## config.mk

```make
export PLATFORM = sky130hd
export DESIGN_NAME = uart_rx_deframer_flat
export DESIGN_NICKNAME = d
export VERILOG_FILES = /design/src/rtl/uart_rx_deframer_pkg.sv /design/src/rtl/uart_rx_deframer_if.sv /design/src/rtl/uart_rx_deframer_baud_tick.sv /design/src/rtl/uart_rx_deframer.sv /design/src/flat_wrapper.sv
export SDC_FILE = /design/constraint.sdc
export NUM_CORES = 1
export LEC_CHECK = 0
export CAP_MARGIN = 20
export CORE_ASPECT_RATIO = 0.5
export CORE_MARGIN = 1
export CORE_UTILIZATION = 30
export CTS_BUF_LIST = sky130_fd_sc_hd__clkbuf_8
export CTS_CLUSTER_SIZE = 8
export DETAILED_ROUTE_END_ITERATION = 10
export GPL_ROUTABILITY_DRIVEN = 1
export GPL_TIMING_DRIVEN = 0
export PLACE_DENSITY_LB_ADDON = 0.05
export SYNTH_ARGS = -nofsm -noshare
export SYNTH_HDL_FRONTEND = slang
export SYNTH_SLANG_ARGS = --single-unit
```

## constraint.sdc

```tcl
create_clock -name i_clk -period 1.6 [get_ports i_clk]
set_input_delay 0.48 -clock i_clk [delete_from_list [all_inputs] [get_ports i_clk]]
set_output_delay 0.48 -clock i_clk [all_outputs]
set_load 0.1 [all_outputs]
```

## src/rtl/uart_rx_deframer_pkg.sv

```systemverilog
// Shared definitions for the UART receive deframer: FSM states and default timing.
package uart_rx_deframer_pkg;

  localparam int unsigned DefClkDiv     = 27;  // 50 MHz / (115200 * 16)
  localparam int unsigned DefOversample = 16;
  localparam int unsigned DefDataBits   = 8;

  typedef enum logic [2:0] {
    StIdle,
    StStart,
    StData,
    StStop,
    StBreak
  } rx_state_e;

endpackage

```

## src/rtl/uart_rx_deframer_if.sv

```systemverilog
// Received-byte handshake plus status flags between the deframer and its consumer.
interface uart_rx_deframer_if #(
  parameter int unsigned DATA_BITS = 8
);

  logic [DATA_BITS-1:0] rx_data;
  logic                 rx_valid;
  logic                 rx_ready;
  logic                 frame_err;
  logic                 overrun;
  logic                 busy;

  // Deframer side
  modport master (
    output rx_data, rx_valid, frame_err, overrun, busy,
    input  rx_ready
  );

  // Consumer side
  modport slave (
    input  rx_data, rx_valid, frame_err, overrun, busy,
    output rx_ready
  );

endinterface

```

## src/rtl/uart_rx_deframer_baud_tick.sv

```systemverilog
// Oversample tick generator: counts 0..CLK_DIV-1 and ticks on the last count.
// A synchronous clear restarts the count so ticks can be phase-aligned to an edge.
module uart_rx_deframer_baud_tick
  import uart_rx_deframer_pkg::*;
#(
  parameter int unsigned CLK_DIV = DefClkDiv
) (
  input  logic i_clk,
  input  logic i_rst,
  input  logic i_clr,
  output logic o_tick
);

  localparam int unsigned CntW = (CLK_DIV > 1) ? $clog2(CLK_DIV) : 1;

  logic [CntW-1:0] r_cnt;
  logic            w_wrap;

  assign w_wrap = (r_cnt == CntW'(CLK_DIV - 1));
  // A clear wins over a coincident wrap so no stale tick leaks into a new frame.
  assign o_tick = w_wrap & ~i_clr;

  // Divider counter with synchronous clear
  always_ff @(posedge i_clk) begin
    if (i_rst) begin
      r_cnt <= '0;
    end else if (i_clr || w_wrap) begin
      r_cnt <= '0;
    end else begin
      r_cnt <= r_cnt + 1'b1;
    end
  end

endmodule

```

## src/rtl/uart_rx_deframer.sv

```systemverilog
// UART receive front end: synchronises rxd, oversamples it, deframes 8N1 characters
// (LSB first) and presents each byte on a valid/ready handshake with error pulses.
module uart_rx_deframer
  import uart_rx_deframer_pkg::*;
#(
  parameter int unsigned CLK_DIV    = DefClkDiv,
  parameter int unsigned OVERSAMPLE = DefOversample,
  parameter int unsigned DATA_BITS  = DefDataBits
) (
  input  logic                i_clk,
  input  logic                i_rst,
  input  logic                i_rxd,
  uart_rx_deframer_if.master  rx_if
);

  localparam int unsigned OsW  = $clog2(OVERSAMPLE);
  localparam int unsigned BitW = (DATA_BITS > 1) ? $clog2(DATA_BITS) : 1;

  logic [1:0]           r_sync;
  logic                 w_rxd_s;
  logic                 w_tick;

  rx_state_e            r_state,  w_state_d;
  logic [OsW-1:0]       r_os_cnt, w_os_cnt_d;
  logic [BitW-1:0]      r_bit_cnt, w_bit_cnt_d;
  logic [DATA_BITS-1:0] r_shreg,  w_shreg_d;
  logic                 w_start_det;
  logic                 w_deliver;
  logic                 w_stop_bad;

  logic [DATA_BITS-1:0] r_rx_data,  w_rx_data_d;
  logic                 r_rx_valid, w_rx_valid_d;
  logic                 r_frame_err, w_frame_err_d;
  logic                 r_overrun,  w_overrun_d;

  assign w_rxd_s = r_sync[1];

  // Two-flop synchroniser; resets to the idle (high) line level
  always_ff @(posedge i_clk) begin
    if (i_rst) begin
      r_sync <= 2'b11;
    end else begin
      r_sync <= {r_sync[0], i_rxd};
    end
  end

  uart_rx_deframer_baud_tick #(
    .CLK_DIV (CLK_DIV)
  ) u_baud_tick (
    .i_clk  (i_clk),
    .i_rst  (i_rst),
    .i_clr  (w_start_det),
    .o_tick (w_tick)
  );

  // Deframing FSM next-state, sample counters and shift register
  always_comb begin
    w_state_d   = r_state;
    w_os_cnt_d  = r_os_cnt;
    w_bit_cnt_d = r_bit_cnt;
    w_shreg_d   = r_shreg;
    w_start_det = 1'b0;
    w_deliver   = 1'b0;
    w_stop_bad  = 1'b0;
    unique case (r_state)
      StIdle: begin
        if (!w_rxd_s) begin
          w_start_det = 1'b1;
          w_state_d   = StStart;
          w_os_cnt_d  = '0;
          w_bit_cnt_d = '0;
        end
      end
      StStart: begin
        if (w_tick) begin
          if (r_os_cnt == OsW'(OVERSAMPLE / 2 - 1)) begin
            w_os_cnt_d = '0;
            // Line back high at mid start bit: treat as a glitch
            w_state_d  = w_rxd_s ? StIdle : StData;
          end else begin
            w_os_cnt_d = r_os_cnt + 1'b1;
          end
        end
      end
      StData: begin
        if (w_tick) begin
          if (r_os_cnt == OsW'(OVERSAMPLE - 1)) begin
            w_os_cnt_d = '0;
            w_shreg_d  = {w_rxd_s, r_shreg[DATA_BITS-1:1]};
            if (r_bit_cnt == BitW'(DATA_BITS - 1)) begin
              w_bit_cnt_d = '0;
              w_state_d   = StStop;
            end else begin
              w_bit_cnt_d = r_bit_cnt + 1'b1;
            end
          end else begin
            w_os_cnt_d = r_os_cnt + 1'b1;
          end
        end
      end
      StStop: begin
        if (w_tick) begin
          if (r_os_cnt == OsW'(OVERSAMPLE - 1)) begin
            w_os_cnt_d = '0;
            if (w_rxd_s) begin
              w_deliver = 1'b1;
              w_state_d = StIdle;
            end else begin
              w_stop_bad = 1'b1;
              w_state_d  = StBreak;
            end
          end else begin
            w_os_cnt_d = r_os_cnt + 1'b1;
          end
        end
      end
      StBreak: begin
        // Held-low line must return high before a new start can be seen
        if (w_rxd_s) begin
          w_state_d = StIdle;
        end
      end
      default: begin
        w_state_d = StIdle;
      end
    endcase
  end

  // FSM state, counters and shift register
  always_ff @(posedge i_clk) begin
    if (i_rst) begin
      r_state   <= StIdle;
      r_os_cnt  <= '0;
      r_bit_cnt <= '0;
      r_shreg   <= '0;
    end else begin
      r_state   <= w_state_d;
      r_os_cnt  <= w_os_cnt_d;
      r_bit_cnt <= w_bit_cnt_d;
      r_shreg   <= w_shreg_d;
    end
  end

  // Holding register: load, accept, overrun and frame-error pulses
  always_comb begin
    w_rx_data_d   = r_rx_data;
    w_rx_valid_d  = r_rx_valid;
    w_overrun_d   = 1'b0;
    w_frame_err_d = w_stop_bad;
    if (w_deliver) begin
      if (!r_rx_valid || rx_if.rx_ready) begin
        w_rx_data_d  = r_shreg;
        w_rx_valid_d = 1'b1;
      end else begin
        // Consumer still holds the previous byte: keep it, drop the new one
        w_overrun_d = 1'b1;
      end
    end else if (r_rx_valid && rx_if.rx_ready) begin
      w_rx_valid_d = 1'b0;
    end
  end

  // Output registers
  always_ff @(posedge i_clk) begin
    if (i_rst) begin
      r_rx_data   <= '0;
      r_rx_valid  <= 1'b0;
      r_frame_err <= 1'b0;
      r_overrun   <= 1'b0;
    end else begin
      r_rx_data   <= w_rx_data_d;
      r_rx_valid  <= w_rx_valid_d;
      r_frame_err <= w_frame_err_d;
      r_overrun   <= w_overrun_d;
    end
  end

  assign rx_if.rx_data   = r_rx_data;
  assign rx_if.rx_valid  = r_rx_valid;
  assign rx_if.frame_err = r_frame_err;
  assign rx_if.overrun   = r_overrun;
  assign rx_if.busy      = (r_state != StIdle);

endmodule

```

## src/flat_wrapper.sv

```systemverilog
// flat-port wrapper written by rule: the top's interface ports become plain ports
module uart_rx_deframer_flat import uart_rx_deframer_pkg::*;
#(
  parameter int unsigned CLK_DIV    = DefClkDiv,
  parameter int unsigned OVERSAMPLE = DefOversample,
  parameter int unsigned DATA_BITS  = DefDataBits
)
  (i_clk, i_rst, i_rxd, rx_if_rx_data, rx_if_rx_valid, rx_if_frame_err, rx_if_overrun, rx_if_busy, rx_if_rx_ready);
  uart_rx_deframer_if #(.DATA_BITS(DATA_BITS)) rx_if_i ();
  input  logic i_clk;
  input  logic i_rst;
  input  logic i_rxd;
  output wire logic [$bits(rx_if_i.rx_data)-1:0] rx_if_rx_data;
  output wire logic [$bits(rx_if_i.rx_valid)-1:0] rx_if_rx_valid;
  output wire logic [$bits(rx_if_i.frame_err)-1:0] rx_if_frame_err;
  output wire logic [$bits(rx_if_i.overrun)-1:0] rx_if_overrun;
  output wire logic [$bits(rx_if_i.busy)-1:0] rx_if_busy;
  input wire logic [$bits(rx_if_i.rx_ready)-1:0] rx_if_rx_ready;
  assign rx_if_rx_data = rx_if_i.rx_data;
  assign rx_if_rx_valid = rx_if_i.rx_valid;
  assign rx_if_frame_err = rx_if_i.frame_err;
  assign rx_if_overrun = rx_if_i.overrun;
  assign rx_if_busy = rx_if_i.busy;
  assign rx_if_i.rx_ready = rx_if_rx_ready;
  uart_rx_deframer #(.CLK_DIV(CLK_DIV), .OVERSAMPLE(OVERSAMPLE), .DATA_BITS(DATA_BITS)) u_core (.i_clk(i_clk), .i_rst(i_rst), .i_rxd(i_rxd), .rx_if(rx_if_i));
endmodule
```

### Word level (Yosys, flattened, before mapping)

Cells that the tools add are included.

* bits in registers: 36
* bits of input ports: 4
* output and inout port bits: 12
* logic and storage cells: 90

* add/subtract/negate cells: 3
* equal/unequal tests: 19
* mux-type cells: 33
* bitwise logic cells: 6
* reduce and logical (&&, ||, !) cells: 19

Operator list (number)
* 3-bit 2-to-1 mux: 14
* 4-bit 2-to-1 mux: 5
* 3-bit one-hot mux with 5 select lines: 1
* 2-bit by 1-bit != test with 1-bit output (second input constant): 6
* 4-bit one-hot mux with 3 select lines: 1
* 1-bit 2-to-1 mux: 10
* 2-bit != test (second input constant): 5
* 9-bit AND reduction: 1
* 4-bit AND reduction: 2
* 3-bit by 2-bit == test with 1-bit output (second input constant): 2
* 3-bit == test (second input constant): 2
* 3-bit one-hot mux with 2 select lines: 1
* 3-bit nonzero test: 2
* 2-bit OR reduction: 3
* 5-bit by 1-bit adder with 5-bit output (second input constant): 1
* 5-bit == test (second input constant): 1
* 1-bit inverter: 5
* 4-bit by 1-bit adder with 4-bit output (second input constant): 1
* 4-bit by 3-bit == test with 1-bit output (second input constant): 1
* 4-bit == test (second input constant): 1
* 2-bit AND reduction: 2
* 2-bit nonzero test: 2
* 4-bit OR reduction: 1
* 3-bit by 1-bit adder with 3-bit output (second input constant): 1
* other kinds (8): 9

### Logic depth before layout (Yosys ltp)

Gate-level depths: netlist (run 1).

* depth in word-level cells: 8
* gate-level depth with buffers: 7
* depth with buffers taken out: 6

### Hierarchy

From an unflattened synthesis (run 1), not the netlist that was laid out.

* cells, all modules: 161
* area, all modules: 1577.8 um^2

Modules (own cells, without submodules)
* uart_rx_deframer: times used 1, cells an instance 139, area an instance 1371.3 um^2
* uart_rx_deframer_baud_tick: times used 1, cells an instance 22, area an instance 206.4 um^2

### Least setup slack after synthesis (run 1)

No wires, ideal clock.

* kind: register to output
* start point: reg u_core.r_state[2]
* end point: out rx_if_busy
* arrival: 1.345 ns
* path slack: -0.225 ns
* cell stages (with the launch flop): 3
* path buffers: 1
* cells stage by stage: dfxtp_1 > clkbuf_1 > or3_1

* cells in the longest elaborated chain, start to end: 1

RTL lines
* from (decl): line uart_rx_deframer.sv:23 `rx_state_e r_state, w_state_d;`
* from (signal assigned): line uart_rx_deframer.sv:132 `r_state <= StIdle;`
* from (signal assigned): line uart_rx_deframer.sv:137 `r_state <= w_state_d;`
* 3-bit nonzero test: line uart_rx_deframer.sv:182 `assign rx_if.busy = (r_state != StIdle);`
* to (decl): line flat_wrapper.sv:17 `output wire logic [$bits(rx_if_i.busy)-1:0] rx_if_busy;`

Every way passes these cells.

### Worst setup path after layout (run 1)

Ends and elaborated chain as after synthesis.

==> impl_results.md, run 1 <==
- DR DRC count: 0
- Post-CTS Hold Buffers: 0
- Routed WL: 3.33 mm
- Outcome: finished with violations
- Sequential area share after synthesis: 46.3%
- Root buf cell: clkbuf_8
- Int Pwr: 1.30 mW
- CP arrival: 1.26 ns
- P&R area growth vs syn: 30.4%
- Longest Clk Path Bufs: 2
- Synth area leader: dfxtp_1
- Initial antenna violation count: 0
- Layout cells sized above 1: 30.8%
- GRT Total Usage: 13.4%
- Hold Crit Start: u_core.r_sync[0]
- Clk_lat worst skew: 0.28 ns
- Routed vias/inst: 4.71
- Final Hold Viols: 0
- GP Congestion: 0.749
- Final ANT Viol Nets: 0
- NumNets Final: 206
- Slew HR: 67.9%
- Die footprint: 0.00550 mm²
- TritonCTS buffer count: 5
- H-tree levels: 2
- Final Skew: 0.0107 ns
- First-pass GRT wire length: 5.66 mm
- Top cells by area, synth: dfxtp_1 (46%), mux2i_1 (12%), nand2_1 (5.8%)
- Max FO, Critical Path: 2
- Slew @ Worst Pin: 0.485 ns
- I/O pins: 16
- Die X: 104 µm
- Largest net degree at the start of global routing: 14
- Ys flop type: dfxtp_1
- FF-to-FF Start: u_core.u_baud_tick.r_cnt[1]
- Synth Area per Inst: 9.38 µm²
- Leakage Power: 0.859 nW
- Final core utilization: 41.0%
- Crit-path cells: buf_8 -> or3_4 -> buf_12
- HPWL after DPL: 2.25 mm
- WL/cell: 12.4 µm
- Fin worst setup slack: -0.137 ns
- CORE AREA: 0.00495 mm²
- Initial cell density of the core: 31.4%
- Logic gate share of total power: 6.9%
- # setup viols final: 1
- Syn Nets: 175
- Pre-CTS setup slack: -0.956 ns
- Worst EP required: 1.12 ns
- Setup crit start: u_core.r_state[2]
- Total number of vias: 1261
- CP Launch Type: flop
- CP peak stage delay: 0.37 ns
- Number of flops mapped to enable cells by yosys: 0
- Drt first pass iters: 4
- DR iter-0 viols: 40
- Violated checks: setup timing
- Yosys cell types: 39
- Synthesized area: 0.00156 mm²
- Reg-to-reg slack, setup: 0.03 ns
- Max-cap violations: 0
- Minimum clock period: 1.74 ns
- Die height: 52.9 µm
- Min-Delay Path Class: flop to flop
- Top-area cell type share of the netlist area: 46.3%
- Setup_tns: -0.137 ns
- Grt total ovfl: 0
- Vias in the first global route: 1136
- Final Max Slew Viols: 0
- Sw Ratio: 23.2%
- RSZ-0062 raised after global routing: true
- Pwr Density: 834 mW/mm²
- Sw Pwr: 0.393 mW
- Clock share of power: 39.0%
- Crit path capture type: output pin
- Post-synth ARST share: 0%
- Fmax: 576 MHz
- Reg power frac: 54.2%
- Yosys warning count: 0
- Clock tree from TritonCTS: done
- Worst-path clk slew: 0.06 ns
- Port Buffer Count: 15
- Seq cells post-synth: 36
- Ant. Diodes: 0
- Crit Path Class: flop to output pin
- Rows: 18
- Final period utilization: 109%
- Syn Inst Count: 166
- Worst vdd ir: 0.391 mV
- Worst path slowest cell: or3_4
- CTS sink count: 36
[power groups by stage]
stage	Combinational (mW)	Sequential, mW	Clock (mW)
finish	0.116	0.917	0.660
global route	0.129	0.919	0.742
CTS	0.113	0.914	0.692
detailed placement	0.0934	0.935	0
global placement	0.0933	0.936	0
floorplan	0.0651	0.933	0
[routing by layer]
layer,up-vias,routed length (µm),GRT usage [%]
met5,-,0,0
li1,649,-,-
met3,2,124,4.43
met2,14,1440,21.1
met4,0,4,1.43
met1,596,1760,18.3
[cell type report]
type	instances	area (µm²)
multi-input combinational	118	837
sequential	36	738
clock inverter	2	10.0
buffer	6	55.1
fill	518	2930
clock buffer	6	82.6
tap	70	87.6
inverter	4	16.3
timing repair buffer	26	203
[what timing repair did]
| action | CTS | global route |
|---|---|---|
| resized for setup | 83 | 15 |
| buffers inserted | 8 | 3 |
| pin swaps | 3 | 8 |
| endpoints found under the setup margin | 32 | 15 |
[worst max-delay path, delay by kind of cell, from the launching register on]
kind	cells	cell delay, ns
buf+inv	2	0.28
flops	1	0.33
simple gates	1	0.37
[cell usage after synthesis (2+ instances only)]
cell type / number
and2_1: 3
a21oi_1: 5
nand4_1: 3
a21o_1: 2
ha_1: 5
nor2_1: 12
nand3_1: 6
xor2_1: 2
nor2b_1: 3
or2_2: 3
inv_1: 3
dfxtp_1: 36
nand2b_1: 2
nand2_1: 24
nor4_1: 2
nor3_1: 5
clkbuf_1: 6
o21ai_0: 4
mux2i_1: 18
a22o_1: 2
buf_2: 2
[per-stage QoR]
stage	total power, mW	cell area [µm²]	std cells	hold WS (ns)
floorplan	0.998	1560	166	0.389
global placement	1.03	1800	251	0.393
detailed placement	1.03	1800	251	0.399
CTS	1.72	1970	266	0.415
global route	1.79	2030	268	0.450
finish	1.69	2030	268	0.410
[state kept, by name, indices dropped and copies added (netlist names)]
register and count:
u_core.r_shreg 8, u_core.r_bit_cnt 3, u_core.u_baud_tick.r_cnt 5, u_core.rx_if.rx_data 8, u_core.r_sync 2, u_core.rx_if.overrun 1
u_core.r_os_cnt 4, u_core.rx_if.frame_err 1, u_core.r_state 3, u_core.rx_if.rx_valid 1
[cell usage in the layout (no fill, tap or decap), types with 4 or more instances in the layout]
cell type / instances
nor2_1: 12
dfxtp_2: 5
nand2_1: 24
ha_1: 4
o21ai_0: 4
a21oi_1: 5
nor3_1: 4
buf_4: 11
mux2i_1: 18
dfxtp_1: 28
nand3_1: 5
clkbuf_8: 6
buf_2: 12
[cells by family (layout without fill, tap and decap cells)]
kind of cell    Yosys count  after routing  share of synthesized area, %
buf+inv                  12             44                          3.05
mux                      18             18                          11.6
xor+xnor                  3              3                          1.69
flops                    36             36                          46.3
simple gates             69             69                          23.0
compound gates           23             23                          10.4
fa+ha+maj                 5              5                          4.02
[worst paths after layout]
check                           cells past startpoint             endpoint
worst max register to register                      5  u_core.r_bit_cnt[2]
worst min-delay path                                1     u_core.r_sync[1]
worst max-delay path                                3           rx_if_busy
worst min register to register                      1     u_core.r_sync[1]
No activity file was read; power rests on OpenSTA's default activity.
==> run 2, diff against run 1 <==
--- a/config.mk
+++ b/config.mk
@@ -5,6 +5,7 @@
 export SDC_FILE = /design/constraint.sdc
 export NUM_CORES = 1
 export LEC_CHECK = 0
+export ABC_AREA = 1
 export CAP_MARGIN = 20
 export CORE_ASPECT_RATIO = 0.5
 export CORE_MARGIN = 1
==> run 2 against run 1 <==
Effect of this change: the run now ends clean; sequential share of layout area down 2.1 points; total power grew 92%; highest routed layer unchanged; critical path type unchanged; flip-flop and latch count stayed put; combinational power increased to 12 times the previous value; final cell count grew 20%; critical endpoint unchanged; clock power rose by 20%.
==> impl_results.md, run 2 <==
- Outcome: completed
- Routed WL: 3.68 mm
- Most frequent cells in the layout: nor2_1 (49), dfxtp_1 (31), nand2_1 (30)
- Reg area: 727 µm²
- CP Buf/Inv Count: 2
- Final period utilization: 97.2%
- I/O pins: 16
- Slew @ Worst Pin: 0.645 ns
- Syn Inst Count: 222
- # setup viols final: 0
- Slew HR: 56.8%
- Max FO, Critical Path: 5
- RSZ-0062 raised after global routing: true
- DR DRC count: 0
- Synth area leader: dfxtp_1
- Non-filler cells, final: 321
- Fin worst setup slack: 0.0451 ns
- Rows: 18
- Area of the multi-input gates: 946 µm²
- Worst path slowest cell: dfxtp_1
- Root buf cell: clkbuf_8
- Top-area cell type share of the netlist area: 43.7%
- TritonCTS buffer count: 5
- NumNets Final: 259
- P&R area growth vs syn: 28.4%
- Grt total ovfl: 0
- Yosys warning count: 0
- Layout cells sized above 1: 29.9%
- Initial antenna violation count: 0
- Ant. Diodes: 0
- Fin Hold WS: 0.410 ns
- Routed vias/inst: 4.45
- Reg-to-reg slack, setup: 0.07 ns
- Yosys cell types: 25
- H-tree levels: 2
- Worst vdd ir: 0.572 mV
- Synth Area per Inst: 7.43 µm²
- Initial cell density of the core: 32.3%
- Number of flops mapped to enable cells by yosys: 0
- Syn Nets: 231
- Crit Path Class: flop to output pin
- Longest Clk Path Bufs: 2
- CTS sink count: 36
- Total number of vias: 1429
- CP peak stage delay: 0.31 ns
- Worst EP required: 1.12 ns
- Cell count after placement: 306
- Min-Delay Path Class: flop to flop
- Ys flop type: dfxtp_1
- DR iter-0 viols: 36
- First-pass GRT wire length: 5.84 mm
- Worst-path clk slew: 0.07 ns
- Max-cap violations: 0
- Vias in the first global route: 1259
- Top cells by area, synth: dfxtp_1 (44%), nor2_1 (14%), nand2_1 (7.3%)
- HPWL after DPL: 2.45 mm
- Commonest non-fill, non-tap cell in the layout: nor2_1
- Crit path capture type: output pin
- Synthesized area: 0.00165 mm²
- Final core utilization: 41.5%
- Die X: 107 µm
- Final Max Slew Viols: 0
- Die height: 54.4 µm
- Post-synth ARST share: 0%
- Drt first pass iters: 4
- CP Launch Type: flop
- Most frequent cell after synthesis: nor2_1
- Final Hold Viols: 0
- Pre-CTS setup slack: -0.571 ns
- Crit-path cells: buf_6 -> nor2_4 -> nand2_2 -> buf_12
- # fillers: 552
- Fmax: 643 MHz
- Largest net degree at the start of global routing: 12
- CP arrival: 1.07 ns
- Final ANT Viol Nets: 0
- GP Congestion: 0.785
- Total power: 3.25 mW
- Die footprint: 0.00582 mm²
- Seq cells post-synth: 36
- Final Skew: 0.00595 ns
- Minimum clock period: 1.55 ns
- WL/cell: 11.5 µm
- CP top delay family: flip-flops
- CORE AREA: 0.00511 mm²
- Pwr Density: 1530 mW/mm²
- Sequential area share after synthesis: 43.7%
- Post-CTS Hold Buffers: 0
- GRT Total Usage: 13.4%
- Clock tree from TritonCTS: done
- Post-synth top cells: nor2_1 (61), dfxtp_1 (36), nand2_1 (32)
- Port Buffer Count: 14
- Leakage Power: 0.964 nW
- Clk_lat worst skew: 0.28 ns
[run 2: cell count changes after synthesis, moves of 7 or more]
cell	before	now
o21ai_0	4	15
nor2_1	12	61
mux2i_1	18	0
inv_1	3	11
nand3_1	6	13
nand2_1	24	32
[run 2: stage by stage]
step / area [µm²] / TNS (ns)
after global placement: 1880 / -4.40
after detailed placement: 1880 / -4.53
after floorplan: 1650 / 0
after CTS: 1950 / 0
final: 2120 / 0
after global routing: 2120 / -0.313
[run 2: layout make-up]
cell class | count | share of cell area (%)
multi-input combinational | 167 | 44.6
sequential | 36 | 34.3
timing repair buffer | 19 | 6.85
tap | 70 | 4.13
inverter | 17 | 3.60
clock buffer | 5 | 3.25
clock inverter | 3 | 1.83
buffer | 4 | 1.42
[run 2: logic make-up (layout without fill, tap and decap cells)]
| kind of cell | count (synthesis) | in the layout | share of synthesized area (%) |
|---|---|---|---|
| xor+xnor | 3 | 3 | 1.59 |
| buf+inv | 21 | 48 | 5.84 |
| compound gates | 29 | 29 | 8.79 |
| fa+ha+maj | 5 | 5 | 3.79 |
| simple gates | 128 | 130 | 36.3 |
| flops | 36 | 36 | 43.7 |
[run 2: worst paths after layout]
kind	depth (start not counted)	from	endpoint
setup / recovery	4	u_core.r_state[2]	rx_if_busy
hold / removal	1	u_core.r_sync[0]	u_core.r_sync[1]
setup reg to reg	11	u_core.u_baud_tick.r_cnt[0]	u_core.rx_if.rx_data[6]
hold reg to reg	1	u_core.r_sync[0]	u_core.r_sync[1]
[run 2: report_power, final]
part / total (mW) / switching, mW / internal [mW]
combinational: 1.40 / 0.888 / 0.508
clock: 0.792 / 0.336 / 0.456
sequential: 1.06 / 0.0850 / 0.978
[run 2: worst register-to-register path, cell delays in order (launching register included)]
cell and delay (ns):
dfxtp_2 0.34, inv_2 0.06, ha_4 0.13, nand2_4 0.04
inv_2 0.06, nand2_4 0.07, nor2_4 0.17, nand3_4 0.15
nor2_8 0.20, inv_8 0.07, nor2_2 0.09, nor2_1 0.05
[run 2: metal layers]
layer | routed length [µm] | track usage [%] | vias to the layer above
met4 | 23 | 3.42 | 0
met5 | 0 | 0 | -
met1 | 1940 | 17.5 | 644
met2 | 1580 | 21.7 | 20
li1 | - | - | 761
met3 | 135 | 4.29 | 4
[run 2: repair_timing]
action / 4_1_cts / 5_1_grt
resized for setup: 65 / 32
setup buffers: 0 / 5
cloned: 0 / 2
setup endpoints to repair: 21 / 26
pin swaps: 0 / 8
==> run 3, diff against run 2 <==
--- a/config.mk
+++ b/config.mk
@@ -9,13 +9,14 @@
 export CAP_MARGIN = 20
 export CORE_ASPECT_RATIO = 0.5
 export CORE_MARGIN = 1
-export CORE_UTILIZATION = 30
+export CORE_UTILIZATION = 53
 export CTS_BUF_LIST = sky130_fd_sc_hd__clkbuf_8
 export CTS_CLUSTER_SIZE = 8
 export DETAILED_ROUTE_END_ITERATION = 10
 export GPL_ROUTABILITY_DRIVEN = 1
 export GPL_TIMING_DRIVEN = 0
 export PLACE_DENSITY_LB_ADDON = 0.05
+export REMOVE_ABC_BUFFERS = 1
 export SYNTH_ARGS = -nofsm -noshare
 export SYNTH_HDL_FRONTEND = slang
 export SYNTH_SLANG_ARGS = --single-unit
==> run 3 against run 2 <==
Effect of this change: sequential share of layout area rose by 1.9 points; sequential power barely moved; final cell count fell by 11%; total power fell by 4.0%; largest power group unchanged.
==> impl_results.md, run 3 (same netlist as run 2, synthesis figures left out) <==
- Post-CTS Hold Buffers: 0
- Rows: 13
- Longest Clk Path Bufs: 2
- Worst path slowest cell: dfxtp_2
- CORE AREA: 0.00277 mm²
- Final Hold Viols: 0
- Clk_lat worst skew: 0.29 ns
- Max FO, Critical Path: 8
- Outcome: completed
- CP Launch Type: flop
- Layout cells sized above 1: 26.1%
- Initial antenna violation count: 0
- Final period utilization: 98.3%
- Slew HR: 66.9%
- P&R area growth vs syn: 22.2%
- CTS sink count: 36
- TritonCTS buffer count: 5
- Worst EP required: 1.12 ns
- Crit Path Class: flop to output pin
- Die X: 80.9 µm
- Fin Hold WS: 0.412 ns
- DR DRC count: 0
- # fillers: 225
- Total number of vias: 1479
- Clock tree from TritonCTS: done
- CP peak stage delay: 0.45 ns
- NumNets Final: 257
- First-pass GRT wire length: 5.51 mm
- HPWL after DPL: 2.16 mm
- Crit-path cells: nor2_4 -> nand2_1 -> buf_12
- # setup viols final: 0
- Total power: 3.12 mW
- Die height: 41.5 µm
- Area of the multi-input gates: 882 µm²
- Ant. Diodes: 0
- Reg area: 731 µm²
- Cell count after placement: 270
- Crit path capture type: output pin
- Final ANT Viol Nets: 0
- Max-cap violations: 0
- Final Max Slew Viols: 0
- Most frequent cells in the layout: nor2_1 (60), nand2_1 (31), dfxtp_1 (30)
- Vias in the first global route: 1235
- Initial cell density of the core: 59.7%
- Routed vias/inst: 5.17
- DR iter-0 viols: 82
- Root buf cell: clkbuf_8
- Drt first pass iters: 4
- Commonest non-fill, non-tap cell in the layout: nor2_1
- Largest net degree at the start of global routing: 13
- Non-filler cells, final: 286
- Slew @ Worst Pin: 0.501 ns
- Pwr Density: 1550 mW/mm²
- CP top delay family: flip-flops
- GRT Total Usage: 21.7%
- H-tree levels: 2
- GP Congestion: 0.843
- Worst vdd ir: 0.945 mV
- Worst-path clk slew: 0.07 ns
- Leakage Power: 0.947 nW
- I/O pins: 16
- Min-Delay Path Class: flop to flop
- CP Buf/Inv Count: 1
- CP arrival: 1.09 ns
- Reg-to-reg slack, setup: 0.11 ns
- Final Skew: 0.00255 ns
- Minimum clock period: 1.57 ns
- Routed WL: 3.37 mm
- Fmax: 636 MHz
- WL/cell: 11.8 µm
- Port Buffer Count: 15
- Grt total ovfl: 0
- Die footprint: 0.00335 mm²
run 3: final timing paths:
check,endpoint,depth (start not counted),start
max,rx_if_busy,3,u_core.r_state[2]
min,u_core.r_sync[1],1,u_core.r_sync[0]
max reg2reg,u_core.rx_if.rx_data[2],11,u_core.u_baud_tick.r_cnt[0]
min reg2reg,u_core.r_sync[1],1,u_core.r_sync[0]
run 3: metal layers:
| metal | vias up | track usage [%] | routed length [µm] |
|---|---|---|---|
| li1 | 761 | - | - |
| met1 | 681 | 29.3 | 1710 |
| met2 | 30 | 32.1 | 1480 |
| met3 | 7 | 7.03 | 122 |
| met4 | 0 | 8.21 | 52 |
| met5 | - | 0 | 0 |
run 3: per-stage QoR:
step                      utilization [%]  setup slack, ns  TNS [ns]  cell area (µm²)
after floorplan                         -           -0.136     -1.03             1620
after global placement               65.7           -0.660    -14.66             1820
after detailed placement             65.7           -0.661    -15.06             1820
after CTS                            68.1           0.0212         0             1880
after global routing                 72.9          -0.0109   -0.0137             2020
final                                72.9           0.0275         0             2020
run 3: layout make-up:
type,count,area share [%]
flip-flops and latches,36,36.2
repair buffers,22,8.44
repair inverters,1,0.372
clock buffers,5,3.41
multi-input cells,165,43.7
clock inverters,3,1.92
well taps,37,2.30
inverters,17,3.60
run 3: worst register-to-register path: cells and delay by family (launching register included):
family,cells,cell delay (ns)
adders and majority gates,1,0.12
and+or+nand+nor,6,0.66
buffers and inverters,3,0.24
AOI/OAI and AO/OA,1,0.07
DFF,1,0.35
run 3: what timing repair did:
item | 4_1_cts | 5_1_grt
setup buffers | 0 | 7
endpoints found under the hold margin | 0 | 0
pin swaps | 0 | 8
gates resized for setup | 66 | 23
setup endpoints to repair | 35 | 23
cloned | 1 | 0
run 3: where the power goes:
| group | switching, mW | total, mW | internal [mW] |
|---|---|---|---|
| Clock | 0.332 | 0.788 | 0.456 |
| Sequential | 0.111 | 1.09 | 0.984 |
| Combinational | 0.828 | 1.24 | 0.412 |
| Total | 1.27 | 3.12 | 1.85 |
